**src/rtl/encoder_pkg.sv**
```systemverilog
// ----------------------------------------------------------------------------
// encoder_pkg
//   Types and constants shared by the encoder position/speed tracking logic
//   and by anything that consumes encoder_reader step/polarity pulses.
//   No ports.
// ----------------------------------------------------------------------------
package encoder_pkg;

  typedef enum logic [1:0] {
    DISABLED = 2'd0,
    ARMED    = 2'd1,
    TRACKING = 2'd2,
    STALLED  = 2'd3
  } tracker_state_t;

  // Polarity level that means a forward (+1) step.
  localparam logic POL_FWD = 1'b1;

endpackage : encoder_pkg

```
**src/rtl/speed_window_counter.sv**
```systemverilog
// ----------------------------------------------------------------------------
// speed_window_counter
//   Counts signed steps over a programmable window of clock cycles and
//   publishes the saturated count as a speed sample at the end of each window.
//
// Ports
//   i_clk          clock
//   i_rst          synchronous active-high reset
//   i_run          1 = window running; 0 = counter and accumulator forced to 0
//   i_step         accepted step this cycle (already gated by the caller)
//   i_polarity     step direction, POL_FWD = +1
//   i_window_len   window length in cycles, sampled at window start; 0 = off
//   o_speed        signed step count of the last completed window, saturated
//   o_speed_valid  one-cycle pulse when o_speed takes a new value
// ----------------------------------------------------------------------------
module speed_window_counter
  import encoder_pkg::*;
#(
  parameter int SPD_W = 16,
  parameter int WIN_W = 24
) (
  input  logic                    i_clk,
  input  logic                    i_rst,
  input  logic                    i_run,
  input  logic                    i_step,
  input  logic                    i_polarity,
  input  logic [WIN_W-1:0]        i_window_len,
  output logic signed [SPD_W-1:0] o_speed,
  output logic                    o_speed_valid
);

  localparam int ACC_W = SPD_W + 1;

  localparam logic [WIN_W-1:0]        WIN_ONE = WIN_W'(1);
  localparam logic signed [ACC_W-1:0] ACC_ONE = ACC_W'(1);
  localparam logic signed [ACC_W-1:0] ACC_MAX = {1'b0, {SPD_W{1'b1}}};
  localparam logic signed [ACC_W-1:0] ACC_MIN = {1'b1, {SPD_W{1'b0}}};

  // Speed is symmetric: +/-(2^(SPD_W-1)-1), the most negative code is unused.
  localparam logic signed [SPD_W-1:0] SPD_MAX     = {1'b0, {(SPD_W-1){1'b1}}};
  localparam logic signed [SPD_W-1:0] SPD_MIN     = {1'b1, {(SPD_W-2){1'b0}}, 1'b1};
  localparam logic signed [ACC_W-1:0] SPD_MAX_EXT = {2'b00, {(SPD_W-1){1'b1}}};
  localparam logic signed [ACC_W-1:0] SPD_MIN_EXT = {2'b11, {(SPD_W-2){1'b0}}, 1'b1};

  logic [WIN_W-1:0]        cnt_q, cnt_d;
  logic [WIN_W-1:0]        len_q, len_d;
  logic signed [ACC_W-1:0] acc_q, acc_d;
  logic signed [SPD_W-1:0] speed_q, speed_d;
  logic                    valid_q, valid_d;

  logic [WIN_W-1:0]        eff_len;
  logic signed [ACC_W-1:0] acc_inc;

  always_comb begin
    cnt_d   = cnt_q;
    len_d   = len_q;
    acc_d   = acc_q;
    speed_d = speed_q;
    valid_d = 1'b0;

    // The live length is only looked at on the first cycle of a window;
    // afterwards the latched copy governs, so reprogramming mid-window is safe.
    eff_len = (cnt_q == '0) ? i_window_len : len_q;

    // Accumulator clamps at its own range so a very long window cannot wrap
    // and flip the sign of the reported speed.
    acc_inc = acc_q;
    if (i_step) begin
      if (i_polarity == POL_FWD) begin
        if (acc_q != ACC_MAX) acc_inc = acc_q + ACC_ONE;
      end else begin
        if (acc_q != ACC_MIN) acc_inc = acc_q - ACC_ONE;
      end
    end

    if (!i_run || (eff_len == '0)) begin
      cnt_d = '0;
      len_d = '0;
      acc_d = '0;
    end else if (cnt_q == (eff_len - WIN_ONE)) begin
      if (acc_inc > SPD_MAX_EXT) begin
        speed_d = SPD_MAX;
      end else if (acc_inc < SPD_MIN_EXT) begin
        speed_d = SPD_MIN;
      end else begin
        speed_d = acc_inc[SPD_W-1:0];
      end
      valid_d = 1'b1;
      cnt_d   = '0;
      len_d   = eff_len;
      acc_d   = '0;
    end else begin
      cnt_d = cnt_q + WIN_ONE;
      len_d = eff_len;
      acc_d = acc_inc;
    end
  end

  always_ff @(posedge i_clk) begin
    if (i_rst) begin
      cnt_q   <= '0;
      len_q   <= '0;
      acc_q   <= '0;
      speed_q <= '0;
      valid_q <= 1'b0;
    end else begin
      cnt_q   <= cnt_d;
      len_q   <= len_d;
      acc_q   <= acc_d;
      speed_q <= speed_d;
      valid_q <= valid_d;
    end
  end

  assign o_speed       = speed_q;
  assign o_speed_valid = valid_q;

endmodule : speed_window_counter

```
**src/rtl/encoder_position_tracker.sv**
```systemverilog
// ----------------------------------------------------------------------------
// encoder_position_tracker
//   Turns encoder step/polarity pulses into a wrapping signed position, a
//   windowed speed measurement and a stall indication.
//
//   state    | meaning
//   ---------+-----------------------------------------------------------
//   DISABLED | tracking off; steps ignored, window/stall counters at 0
//   ARMED    | enabled, waiting for the first step
//   TRACKING | steps arriving; stall counter measures idle time
//   STALLED  | no step for i_stall_limit cycles; next step resumes
//
// Ports
//   i_clk / i_rst         clock, synchronous active-high reset
//   i_enable              1 = run tracking, 0 = force DISABLED
//   i_step / i_polarity   one-cycle step pulse and its direction
//   i_clear_pos           position <= 0 (highest priority)
//   i_preset_valid        position <= i_preset_value
//   i_window_len          speed window length in cycles, 0 = off
//   i_stall_limit         idle cycles before stall, 0 = off
//   o_position            signed wrapping position
//   o_speed/_valid        last window's step count and its update pulse
//   o_stalled             1 while STALLED
//   o_state               current state
// ----------------------------------------------------------------------------
module encoder_position_tracker
  import encoder_pkg::*;
#(
  parameter int POS_W   = 32,
  parameter int SPD_W   = 16,
  parameter int WIN_W   = 24,
  parameter int STALL_W = 24
) (
  input  logic                    i_clk,
  input  logic                    i_rst,
  input  logic                    i_enable,
  input  logic                    i_step,
  input  logic                    i_polarity,
  input  logic                    i_clear_pos,
  input  logic                    i_preset_valid,
  input  logic signed [POS_W-1:0] i_preset_value,
  input  logic [WIN_W-1:0]        i_window_len,
  input  logic [STALL_W-1:0]      i_stall_limit,
  output logic signed [POS_W-1:0] o_position,
  output logic signed [SPD_W-1:0] o_speed,
  output logic                    o_speed_valid,
  output logic                    o_stalled,
  output tracker_state_t          o_state
);

  localparam logic signed [POS_W-1:0] POS_ONE   = POS_W'(1);
  localparam logic [STALL_W-1:0]      STALL_ONE = STALL_W'(1);

  tracker_state_t          state_q, state_d;
  logic signed [POS_W-1:0] pos_q, pos_d;
  logic [STALL_W-1:0]      stall_cnt_q, stall_cnt_d;
  logic                    stalled_q, stalled_d;

  logic active;
  logic step_acc;
  logic stall_fire;

  // A cycle with i_enable low is already treated as disabled so that the
  // window cannot complete or count on the way out.
  assign active   = i_enable && (state_q != DISABLED);
  assign step_acc = active && i_step;

  assign stall_fire = (i_stall_limit != '0) && (stall_cnt_q == (i_stall_limit - STALL_ONE));

  always_comb begin
    state_d     = state_q;
    stall_cnt_d = '0;

    if (!i_enable) begin
      state_d = DISABLED;
    end else begin
      case (state_q)
        DISABLED: state_d = ARMED;
        ARMED: begin
          if (i_step) state_d = TRACKING;
        end
        TRACKING: begin
          // A step on the would-be stall cycle keeps us tracking.
          if (i_step) begin
            stall_cnt_d = '0;
          end else if (stall_fire) begin
            state_d = STALLED;
          end else begin
            stall_cnt_d = stall_cnt_q + STALL_ONE;
          end
        end
        STALLED: begin
          if (i_step) state_d = TRACKING;
        end
        default: state_d = DISABLED;
      endcase
    end

    stalled_d = (state_d == STALLED);

    // Clear and preset override a coincident step, which is then lost.
    if (i_clear_pos) begin
      pos_d = '0;
    end else if (i_preset_valid) begin
      pos_d = i_preset_value;
    end else if (step_acc) begin
      pos_d = (i_polarity == POL_FWD) ? (pos_q + POS_ONE) : (pos_q - POS_ONE);
    end else begin
      pos_d = pos_q;
    end
  end

  always_ff @(posedge i_clk) begin
    if (i_rst) begin
      state_q     <= DISABLED;
      pos_q       <= '0;
      stall_cnt_q <= '0;
      stalled_q   <= 1'b0;
    end else begin
      state_q     <= state_d;
      pos_q       <= pos_d;
      stall_cnt_q <= stall_cnt_d;
      stalled_q   <= stalled_d;
    end
  end

  speed_window_counter #(
    .SPD_W (SPD_W),
    .WIN_W (WIN_W)
  ) u_speed_window_counter (
    .i_clk         (i_clk),
    .i_rst         (i_rst),
    .i_run         (active),
    .i_step        (step_acc),
    .i_polarity    (i_polarity),
    .i_window_len  (i_window_len),
    .o_speed       (o_speed),
    .o_speed_valid (o_speed_valid)
  );

  assign o_position = pos_q;
  assign o_stalled  = stalled_q;
  assign o_state    = state_q;

endmodule : encoder_position_tracker

```
**config.mk**
```make
export PLATFORM = sky130hd
export DESIGN_NAME = encoder_position_tracker
export DESIGN_NICKNAME = d
export VERILOG_FILES = /design/src/rtl/encoder_pkg.sv /design/src/rtl/speed_window_counter.sv /design/src/rtl/encoder_position_tracker.sv
export SDC_FILE = /design/constraint.sdc
export NUM_CORES = 1
export LEC_CHECK = 0
export CAP_MARGIN = 20
export CORE_MARGIN = 1.5
export CORE_UTILIZATION = 50
export CTS_CLUSTER_SIZE = 28
export DETAILED_ROUTE_END_ITERATION = 10
export DONT_BUFFER_PORTS = 1
export PLACE_DENSITY = 0.8
export RECOVER_POWER = 50
export SLEW_MARGIN = 20
export SYNTH_ARGS = -nofsm -noshare
export SYNTH_HDL_FRONTEND = slang
export SYNTH_SLANG_ARGS = --single-unit
export TNS_END_PERCENT = 5
```
**constraint.sdc**
```tcl
create_clock -name i_clk -period 4.05 [get_ports i_clk]
set_input_delay 0.81 -clock i_clk [delete_from_list [all_inputs] [get_ports i_clk]]
set_output_delay 0.81 -clock i_clk [all_outputs]
set_load 0.005 [all_outputs]
```
==> impl_metrics.json, run 1 <==
{
  "finalSetupViolations": 56,
  "most-common-layout-cells": "nor2_1 (143), dfxtp_1 (139), nand2_1 (129)",
  "synth-seq-cells": 141,
  "critPathLaunch": "u_speed_window_counter.cnt_q[0]",
  "vias": 11056,
  "clk_pin_slew_ns": 0.06,
  "power.leakage_uw": 0.00465,
  "p_per_area_mw_per_mm2": 279,
  "final.setup.tns_ns": -5.68,
  "drt_iter0_markers": 993,
  "clkSinkCount": 141,
  "vias_per_cell": 6.30,
  "rsz0062_at_grt": "yes",
  "layout_commonest_cell": "nor2_1",
  "p_int_uw": 2500,
  "hpwl_mm": 22.1,
  "period_share": 1.04,
  "syn_to_final_growth_pct": 13.3,
  "r2r_start": "u_speed_window_counter.cnt_q[0]",
  "stdcell_count": 1756,
  "drv_slew": 32,
  "die_width_um": 150,
  "antenna_found_initial": 0,
  "worstPathArrival_ns": 4.51,
  "postLayoutSetupSlackWorst_ns": -0.146,
  "grt_pass1_wl_mm": 49.0,
  "outcome": "finished with violations",
  "finalClockSkew_ns": 0.00958,
  "cts_hold_buf": 0,
  "yosysUniqueCellTypes": 81,
  "initial_utilization": 0.513,
  "final-hold-violation-count": 0,
  "core_region_area_sq_mm": 0.0212,
  "synth_edf_count": 0,
  "synth_nets": 1567,
  "hp-class": "flop to flop",
  "p_sw_frac": 0.272,
  "async_flop_share": 0,
  "start_kind": "flop",
  "grt_usage": 0.268,
  "cap_viol_max_count": 1,
  "htreeDepth": 4,
  "io_buffer_count": 0,
  "tightestPinTransition_ns": 1.60,
  "p_clk_frac": 0.434,
  "cts_tree": "built",
  "drc": 0,
  "power_frac_seq": 0.418,
  "n_fill_cell": 1894,
  "drive_gt1_frac": 0.120,
  "wl_per_cell_um": 17.7,
  "p_comb_frac": 0.148,
  "peakVddDrop_uv": 278,
  "numCtsBuffers": 17,
  "violations": "max-capacitance violations, max-slew violations, negative setup slack",
  "crit_fanout": 10,
  "fin_crit_ns": 4.20,
  "place_inst": 1704,
  "synth_cells": 1441,
  "clk_path_buf_depth": 2,
  "ys_seq_area_frac": 0.260,
  "multiInputGateArea_sq_mm": 0.00768,
  "io_pins": 139,
  "ant_nets": 0,
  "place_congestion": 0.918,
  "nets": 1595,
  "clock_latency_ns": 0.43,
  "criticalPathCategory": "flop to flop",
  "ys_warn_count": 0,
  "post-route-util": 0.581,
  "grt_pass1_vias": 10112,
  "final-seq-area_sq_mm": 0.00283,
  "netlist_area_sq_mm": 0.0109,
  "die_h_um": 150,
  "max_freq_mhz": 238,
  "critPathCaptureType": "flop",
  "grt_overflow": 0,
  "power_switching_uw": 932,
  "first_pass_iters": 5,
  "grt_max_degree": 41,
  "cts_root_buffer": "clkbuf_16",
  "routed_wirelength_mm": 31.1,
  "synth_top_flop_cell": "dfxtp_1",
  "dieArea_sq_mm": 0.0226,
  "max_slew_margin": -0.0667,
  "avgSynthCellArea_sq_um": 7.53,
  "num_rows": 53,
  "worstHoldStart": "u_speed_window_counter.len_q[7]",
  "required_ns": 4.37
}
sequential cells by signal, summed over array words and instances (netlist names):
| signal | count |
|---|---|
| o_position | 32 |
| stall_cnt_q | 24 |
| u_speed_window_counter.cnt_q | 24 |
| u_speed_window_counter.len_q | 24 |
| u_speed_window_counter.acc_q | 17 |
| u_speed_window_counter.o_speed | 16 |
| o_state | 2 |
| o_stalled | 1 |
| u_speed_window_counter.o_speed_valid | 1 |
what timing repair did:
item | 4_1_cts | 5_1_grt
resized for setup | 6 | 21
buffers inserted | 9 | 10
setup endpoints to repair | 56 | 58
gates cloned | 1 | 3
pin swaps | 7 | 17
logic make-up (layout without fill, tap and decap cells):
| logic type | count (synthesis) | count (layout) | share of synthesized area |
|---|---|---|---|
| fa+ha+maj | 39 | 39 | 0.0456 |
| mux | 34 | 34 | 0.0334 |
| flops | 141 | 141 | 0.260 |
| simple gates | 606 | 606 | 0.288 |
| other cells | 0 | 1 | 0 |
| xor+xnor | 136 | 136 | 0.110 |
| compound gates | 365 | 365 | 0.215 |
| buf+inv | 120 | 159 | 0.0475 |
power by group through the flow:
| stage | clock (uW) | combinational, uW | sequential (uW) |
|---|---|---|---|
| 6_report | 1490 | 509 | 1430 |
| 5_1_grt | 1570 | 561 | 1440 |
| 4_1_cts | 1510 | 486 | 1430 |
| 3_5_place_dp | 0 | 472 | 1460 |
| 3_3_place_gp | 0 | 462 | 1460 |
| 2_1_floorplan | 0 | 387 | 1450 |
through the flow:
stage	hold slack (ns)	instance area (sq um)	total power, uW	setup WS (ns)
2_1_floorplan	0.439	11000	1840	-0.0263
3_3_place_gp	0.475	11400	1920	0.0741
3_5_place_dp	0.486	11400	1940	-0.0825
4_1_cts	0.494	12100	3430	-0.0181
5_1_grt	0.507	12300	3560	-0.312
6_report	0.493	12300	3430	-0.146
path summary, 6_finish.rpt:
kind	endpoint	slack [ns]	cells past startpoint
setup / recovery	u_speed_window_counter.cnt_q[20]	-0.15	18
hold / removal	u_speed_window_counter.len_q[7]	0.49	2
setup reg to reg	u_speed_window_counter.cnt_q[20]	-0.15	18
hold reg to reg	u_speed_window_counter.len_q[7]	0.49	2
final cells by class:
type	instances	area share
antenna	1	0.000203
clock buffer	19	0.0368
clock inverter	11	0.00783
inverter	41	0.0128
multi-input combinational	1180	0.624
sequential	141	0.230
tap	275	0.0280
timing repair buffer	88	0.0603
layer usage:
metal	global-route usage	up-vias	wire length (um)
li1	-	5316	-
met1	0.330	5125	12700
met2	0.447	516	14500
met3	0.0515	99	2660
met4	0.128	0	1200
met5	0	-	0
cells in the mapped netlist, types with 26 or more instances:
library cell	count	share of area
nand2_1	130	0.045
a21oi_1	114	0.053
nand3_1	57	0.026
a31oi_1	31	0.018
ha_1	38	0.044
o21ai_0	68	0.031
inv_1	40	0.014
nand4_1	26	0.015
xnor2_1	76	0.061
nor2_1	146	0.050
nor3_1	54	0.025
nor2b_1	38	0.022
xor2_1	60	0.048
clkbuf_1	51	0.018
dfxtp_1	141	0.26
worst max-delay path, stage by stage (launching register included):
cell       delay [ns]
dfxtp_2          0.34
inv_4            0.06
ha_4             0.11
nor4b_4          0.18
nand4_1          0.21
nor2_4           0.20
mux2i_2          0.27
ha_2             0.27
nor4b_4          0.30
nand4_1          0.19
buf_4            0.19
mux2_4           0.27
a211o_1          0.27
a221oi_2         0.34
nand4b_1         0.19
o31ai_4          0.28
buf_6            0.19
clkbuf_16        0.18
nor2_1           0.05
(Power assumes the default switching activity.)
==> inputs of run 2 (changes only) <==
--- a/config.mk
+++ b/config.mk
@@ -13,6 +13,7 @@
 export DONT_BUFFER_PORTS = 1
 export PLACE_DENSITY = 0.8
 export RECOVER_POWER = 50
+export SETUP_SLACK_MARGIN = 0.2
 export SLEW_MARGIN = 20
 export SYNTH_ARGS = -nofsm -noshare
 export SYNTH_HDL_FRONTEND = slang
==> impl_metrics.json, run 2 (synthesis gave the netlist of run 1 again) <==
{
  "finalClockSkew_ns": 0.0113,
  "antenna_cells": 0,
  "fin_area_sq_mm": 0.0125,
  "postLayoutSetupSlackWorst_ns": -0.212,
  "grt_overflow": 0,
  "clock_latency_ns": 0.43,
  "clk_path_buf_depth": 2,
  "placed_area_sq_mm": 0.0115,
  "wl_per_cell_um": 17.7,
  "grt_usage": 0.267,
  "syn_to_final_growth_pct": 14.8,
  "required_ns": 4.37,
  "core_region_area_sq_mm": 0.0212,
  "finalSetupViolations": 56,
  "die_width_um": 150,
  "start_kind": "flop",
  "max_freq_mhz": 235,
  "initial_utilization": 0.513,
  "rsz0062_at_grt": "yes",
  "p_per_area_mw_per_mm2": 289,
  "violations": "negative setup slack",
  "ant_nets": 0,
  "max_slew_margin": 0.415,
  "nets": 1589,
  "place_congestion": 0.921,
  "fin_crit_ns": 4.26,
  "vias_per_cell": 6.29,
  "drt_iter0_markers": 857,
  "peakVddDrop_uv": 305,
  "io_pins": 139,
  "largest_reg_flops": 32,
  "cts_tree": "built",
  "final-hold-violation-count": 0,
  "drive_gt1_frac": 0.129,
  "num_rows": 53,
  "dp_slack_ns": -0.110,
  "critPathCaptureType": "flop",
  "hp-class": "flop to flop",
  "routed_wirelength_mm": 31.0,
  "criticalPathCategory": "flop to flop",
  "antenna_found_initial": 1,
  "hpwl_mm": 22.0,
  "drv_slew": 0,
  "most-common-layout-cells": "nor2_1 (144), dfxtp_1 (139), nand2_1 (130)",
  "clk_pin_slew_ns": 0.06,
  "tightestPinTransition_ns": 0.876,
  "numCtsBuffers": 17,
  "cap_viol_max_count": 0,
  "grt_pass1_vias": 10296,
  "cts_root_buffer": "clkbuf_16",
  "io_buffer_count": 0,
  "period_share": 1.05,
  "dieArea_sq_mm": 0.0226,
  "power.leakage_uw": 0.00468,
  "n_fill_cell": 1857,
  "clkSinkCount": 141,
  "outcome": "finished with violations",
  "grt_max_degree": 41,
  "layout_commonest_cell": "nor2_1",
  "power_uw": 3610,
  "crit_fanout": 10,
  "drc": 0,
  "first_pass_iters": 5,
  "htreeDepth": 4,
  "worstPathArrival_ns": 4.58,
  "vias": 11011,
  "die_h_um": 150,
  "grt_pass1_wl_mm": 48.9
}
==> run 2: cell types whose count changed in the layout (fill, tap and decap cells not counted), sizes merged <==
cell / previous run / this run
buf: 83 / 77
bufinv: 1 / 3
clkbuf: 24 / 28
clkinv: 8 / 4
diode: 1 / 0
==> run 2: critical path, stage by stage, from the launching register on <==
cell and delay (ns):
dfxtp_2 0.32, inv_2 0.08, ha_4 0.13, nor4b_4 0.20, nand4_1 0.23, nor2_4 0.21
mux2i_2 0.29, ha_2 0.25, nor4b_4 0.26, buf_4 0.17, nand3_2 0.07, xor2_1 0.16
mux2i_1 0.22, xnor2_1 0.18, nand3_1 0.15, or4b_4 0.58, o31ai_4 0.24, buf_6 0.19
clkbuf_16 0.17, nor2_1 0.05
==> run 2: cell type report <==
class,count,area (sq um),share of cell area
clock buffers,23,498,0.0400
clock inverters,9,133,0.0106
inverters,41,158,0.0127
multi-input cells,1180,7760,0.623
flip-flops and latches,141,2830,0.227
well taps,275,344,0.0276
repair buffers,82,741,0.0595
==> run 2: timing repair <==
action,in CTS,in global routing
endpoints found under the setup margin,57,82
cloned,1,3
pin swaps,25,22
setup buffers,7,4
gates resized for setup,34,12
hold buffers,0,0
==> run 2: worst paths after layout <==
kind,start,end,slack (ns),depth (start not counted)
setup / recovery,u_speed_window_counter.cnt_q[1],u_speed_window_counter.cnt_q[14],-0.21,19
hold / removal,u_speed_window_counter.len_q[16],u_speed_window_counter.len_q[16],0.50,2
setup reg to reg,u_speed_window_counter.cnt_q[1],u_speed_window_counter.cnt_q[14],-0.21,19
hold reg to reg,u_speed_window_counter.len_q[16],u_speed_window_counter.len_q[16],0.50,2
==> run 2: per-stage QoR <==
stage          hold slack, ns  TNS, ns  cells  utilization
6_report                0.498    -8.32   1751        0.589
2_1_floorplan           0.439   -0.383   1441            -
3_5_place_dp            0.489    -4.93   1704        0.542
3_3_place_gp            0.478        0   1704        0.542
5_1_grt                 0.500   -19.41   1751        0.589
4_1_cts                 0.497    -3.38   1744        0.582
==> run 2: report_power, final <==
group / total [uW] / switching (uW) / internal (uW)
Clock: 1670 / 618 / 1050
Sequential: 1430 / 25.7 / 1410
Combinational: 505 / 283 / 221
Total: 3610 / 927 / 2680
==> run 2: metal layers <==
metal	track usage	routed length (um)	up-vias
met1	0.325	12900	5062
met5	0	0	-
li1	-	-	5305
met4	0.142	1130	0
met2	0.446	14500	546
met3	0.0488	2470	98
==> inputs of run 3 (changes only) <==
--- a/config.mk
+++ b/config.mk
@@ -5,7 +5,6 @@
 export SDC_FILE = /design/constraint.sdc
 export NUM_CORES = 1
 export LEC_CHECK = 0
-export CAP_MARGIN = 20
 export CORE_MARGIN = 1.5
 export CORE_UTILIZATION = 50
 export CTS_CLUSTER_SIZE = 28
==> constraint.sdc (replaced) <==
create_clock -name i_clk -period 4.05 [get_ports i_clk]
set_input_delay 1.0125 -clock i_clk [delete_from_list [all_inputs] [get_ports i_clk]]
set_output_delay 1.0125 -clock i_clk [all_outputs]
set_load 0.005 [all_outputs]
==> impl_metrics.json, run 3 (synthesis gave the netlist of run 1 again) <==
{
  "finalSetupViolations": 43,
  "cp_common_cell": "nor4b_4",
  "clk_path_buf_depth": 2,
  "io_buffer_count": 0,
  "r2r_end": "u_speed_window_counter.acc_q[8]",
  "outcome": "finished with violations",
  "die_width_um": 150,
  "die_h_um": 150,
  "cts_root_buffer": "clkbuf_16",
  "io_pins": 139,
  "crit_fanout": 11,
  "postLayoutSetupSlackWorst_ns": -0.116,
  "grt_pass1_vias": 10391,
  "period_share": 1.03,
  "htreeDepth": 4,
  "max_freq_mhz": 240,
  "crit_slowest_cell": "or4b_4",
  "max_stage_delay_ns": 0.53,
  "ant_nets": 0,
  "first_pass_iters": 6,
  "drc": 0,
  "p_per_area_mw_per_mm2": 287,
  "syn_to_final_growth_pct": 14.4,
  "violations": "max-capacitance violations, max-slew violations, negative setup slack",
  "largest_reg_flops": 32,
  "wl_per_cell_um": 17.7,
  "power.leakage_uw": 0.00469,
  "ff2ff_path_depth": 18,
  "cap_viol_max_count": 1,
  "vias_per_cell": 6.35,
  "whs_path_depth": 2,
  "required_ns": 4.35,
  "post-route-util": 0.587,
  "routed_wirelength_mm": 31.2,
  "path_buf_inv": 3,
  "hp-class": "flop to flop",
  "antenna_cells": 0,
  "stdcell_count": 1763,
  "numCtsBuffers": 17,
  "crit_chain": "inv_2, ha_4, nor4b_4, nand4_1, nor2_4, mux2i_2, ha_2, nor4b_4, nand2b_1, xor2_1, mux2i_1, xnor2_1, nor4b_2, or4b_4, o31ai_4, buf_6, buf_12, nor2_1",
  "crit_family": "simple AND/OR/NAND/NOR gates",
  "core_region_area_sq_mm": 0.0212,
  "drive_gt1_frac": 0.124,
  "place_congestion": 0.932,
  "clock_latency_ns": 0.42,
  "grt_overflow": 0,
  "grt_max_degree": 41,
  "grt_pass1_wl_mm": 49.8,
  "layout_commonest_cell": "nor2_1",
  "criticalPathCategory": "flop to flop",
  "cts_tree": "built",
  "grt_usage": 0.271,
  "most-common-layout-cells": "nor2_1 (146), dfxtp_1 (139), nand2_1 (130)",
  "vias": 11189,
  "worstPathArrival_ns": 4.46,
  "reg2reg_setup_slack_ns": -0.12,
  "clkSinkCount": 141,
  "dp_slack_ns": -0.129,
  "start_kind": "flop",
  "hpwl_mm": 22.3,
  "min_to": "u_speed_window_counter.len_q[7]",
  "drt_iter0_markers": 961,
  "dieArea_sq_mm": 0.0226,
  "critPathCaptureType": "flop",
  "initial_utilization": 0.513,
  "clk_pin_slew_ns": 0.06,
  "worstHoldStart": "u_speed_window_counter.len_q[7]",
  "final.setup.tns_ns": -3.92,
  "nets": 1601,
  "place_inst": 1707,
  "rsz0062_at_grt": "yes",
  "finalClockSkew_ns": 0.00835,
  "r2r_start": "u_speed_window_counter.cnt_q[1]",
  "num_rows": 53,
  "final-hold-violation-count": 0,
  "fin_crit_ns": 4.17,
  "peakVddDrop_uv": 254,
  "drv_slew": 41,
  "max_slew_margin": -0.150,
  "n_fill_cell": 1851,
  "cts_hold_buf": 0,
  "tightestPinTransition_ns": 1.72,
  "antenna_found_initial": 0
}
==> run 3: cell types whose count changed in the layout (fill, tap and decap cells not counted), moves of 3 or more <==
cell,previous run,this run
a21oi_1,101,114
a21oi_2,13,0
buf_4,67,80
buf_6,6,2
clkbuf_8,5,1
inv_6,0,4
nand3_1,54,57
nand3_2,4,1
==> run 3: where the power goes <==
part	internal [uW]	total, uW	switching [uW]
combinational	230	515	286
clock	936	1610	675
sequential	1410	1430	25.6
total	2570	3560	987
==> run 3: per-stage QoR <==
step	hold WS, ns	total power, uW	area, sq um
floorplan	0.439	1840	11000
CTS	0.495	3560	12300
finish	0.502	3560	12400
global route	0.517	3700	12400
detailed placement	0.485	1940	11500
global placement	0.474	1930	11500
==> run 3: what timing repair did <==
action | in CTS | in global routing
cloned | 3 | 1
gates resized for setup | 14 | 9
buffers inserted | 15 | 5
pin swaps | 16 | 18
endpoints found under the setup margin | 57 | 82
==> run 3: layout make-up <==
type	count	area, sq um	area share
Timing Repair Buffer	93	810	0.0652
Sequential cell	141	2830	0.227
Tap cell	275	344	0.0277
Inverter	41	155	0.0125
Clock buffer	18	439	0.0354
Clock inverter	14	159	0.0128
Multi-Input combinational cell	1181	7690	0.619
==> run 3: per-layer routing <==
layer,up-vias,part of all wire,GRT usage
met5,-,0,0
met2,513,0.48,0.466
li1,5318,-,-
met1,5274,0.42,0.333
met4,0,0.023,0.0961
met3,84,0.079,0.0564
==> run 3: how the worst max path moves through the flow <==
stage,from,end,slack [ns],depth (start not counted)
2_1_floorplan,u_speed_window_counter.cnt_q[0],u_speed_window_counter.acc_q[13],-0.02,20
3_3_place_gp,u_speed_window_counter.cnt_q[0],u_speed_window_counter.o_speed[14],0.05,15
3_5_place_dp,u_speed_window_counter.cnt_q[18],u_speed_window_counter.o_speed[1],-0.13,14
4_1_cts,u_speed_window_counter.cnt_q[1],u_speed_window_counter.acc_q[8],0.03,18
5_1_grt,u_speed_window_counter.cnt_q[1],u_speed_window_counter.acc_q[7],-0.34,18
6_report,u_speed_window_counter.cnt_q[1],u_speed_window_counter.acc_q[8],-0.12,18
==> run 3: tightest hold or removal path, stage by stage, from the launching register on <==
cell and delay [ns]:
dfxtp_1 0.34, nand2_1 0.06, a21oi_1 0.06
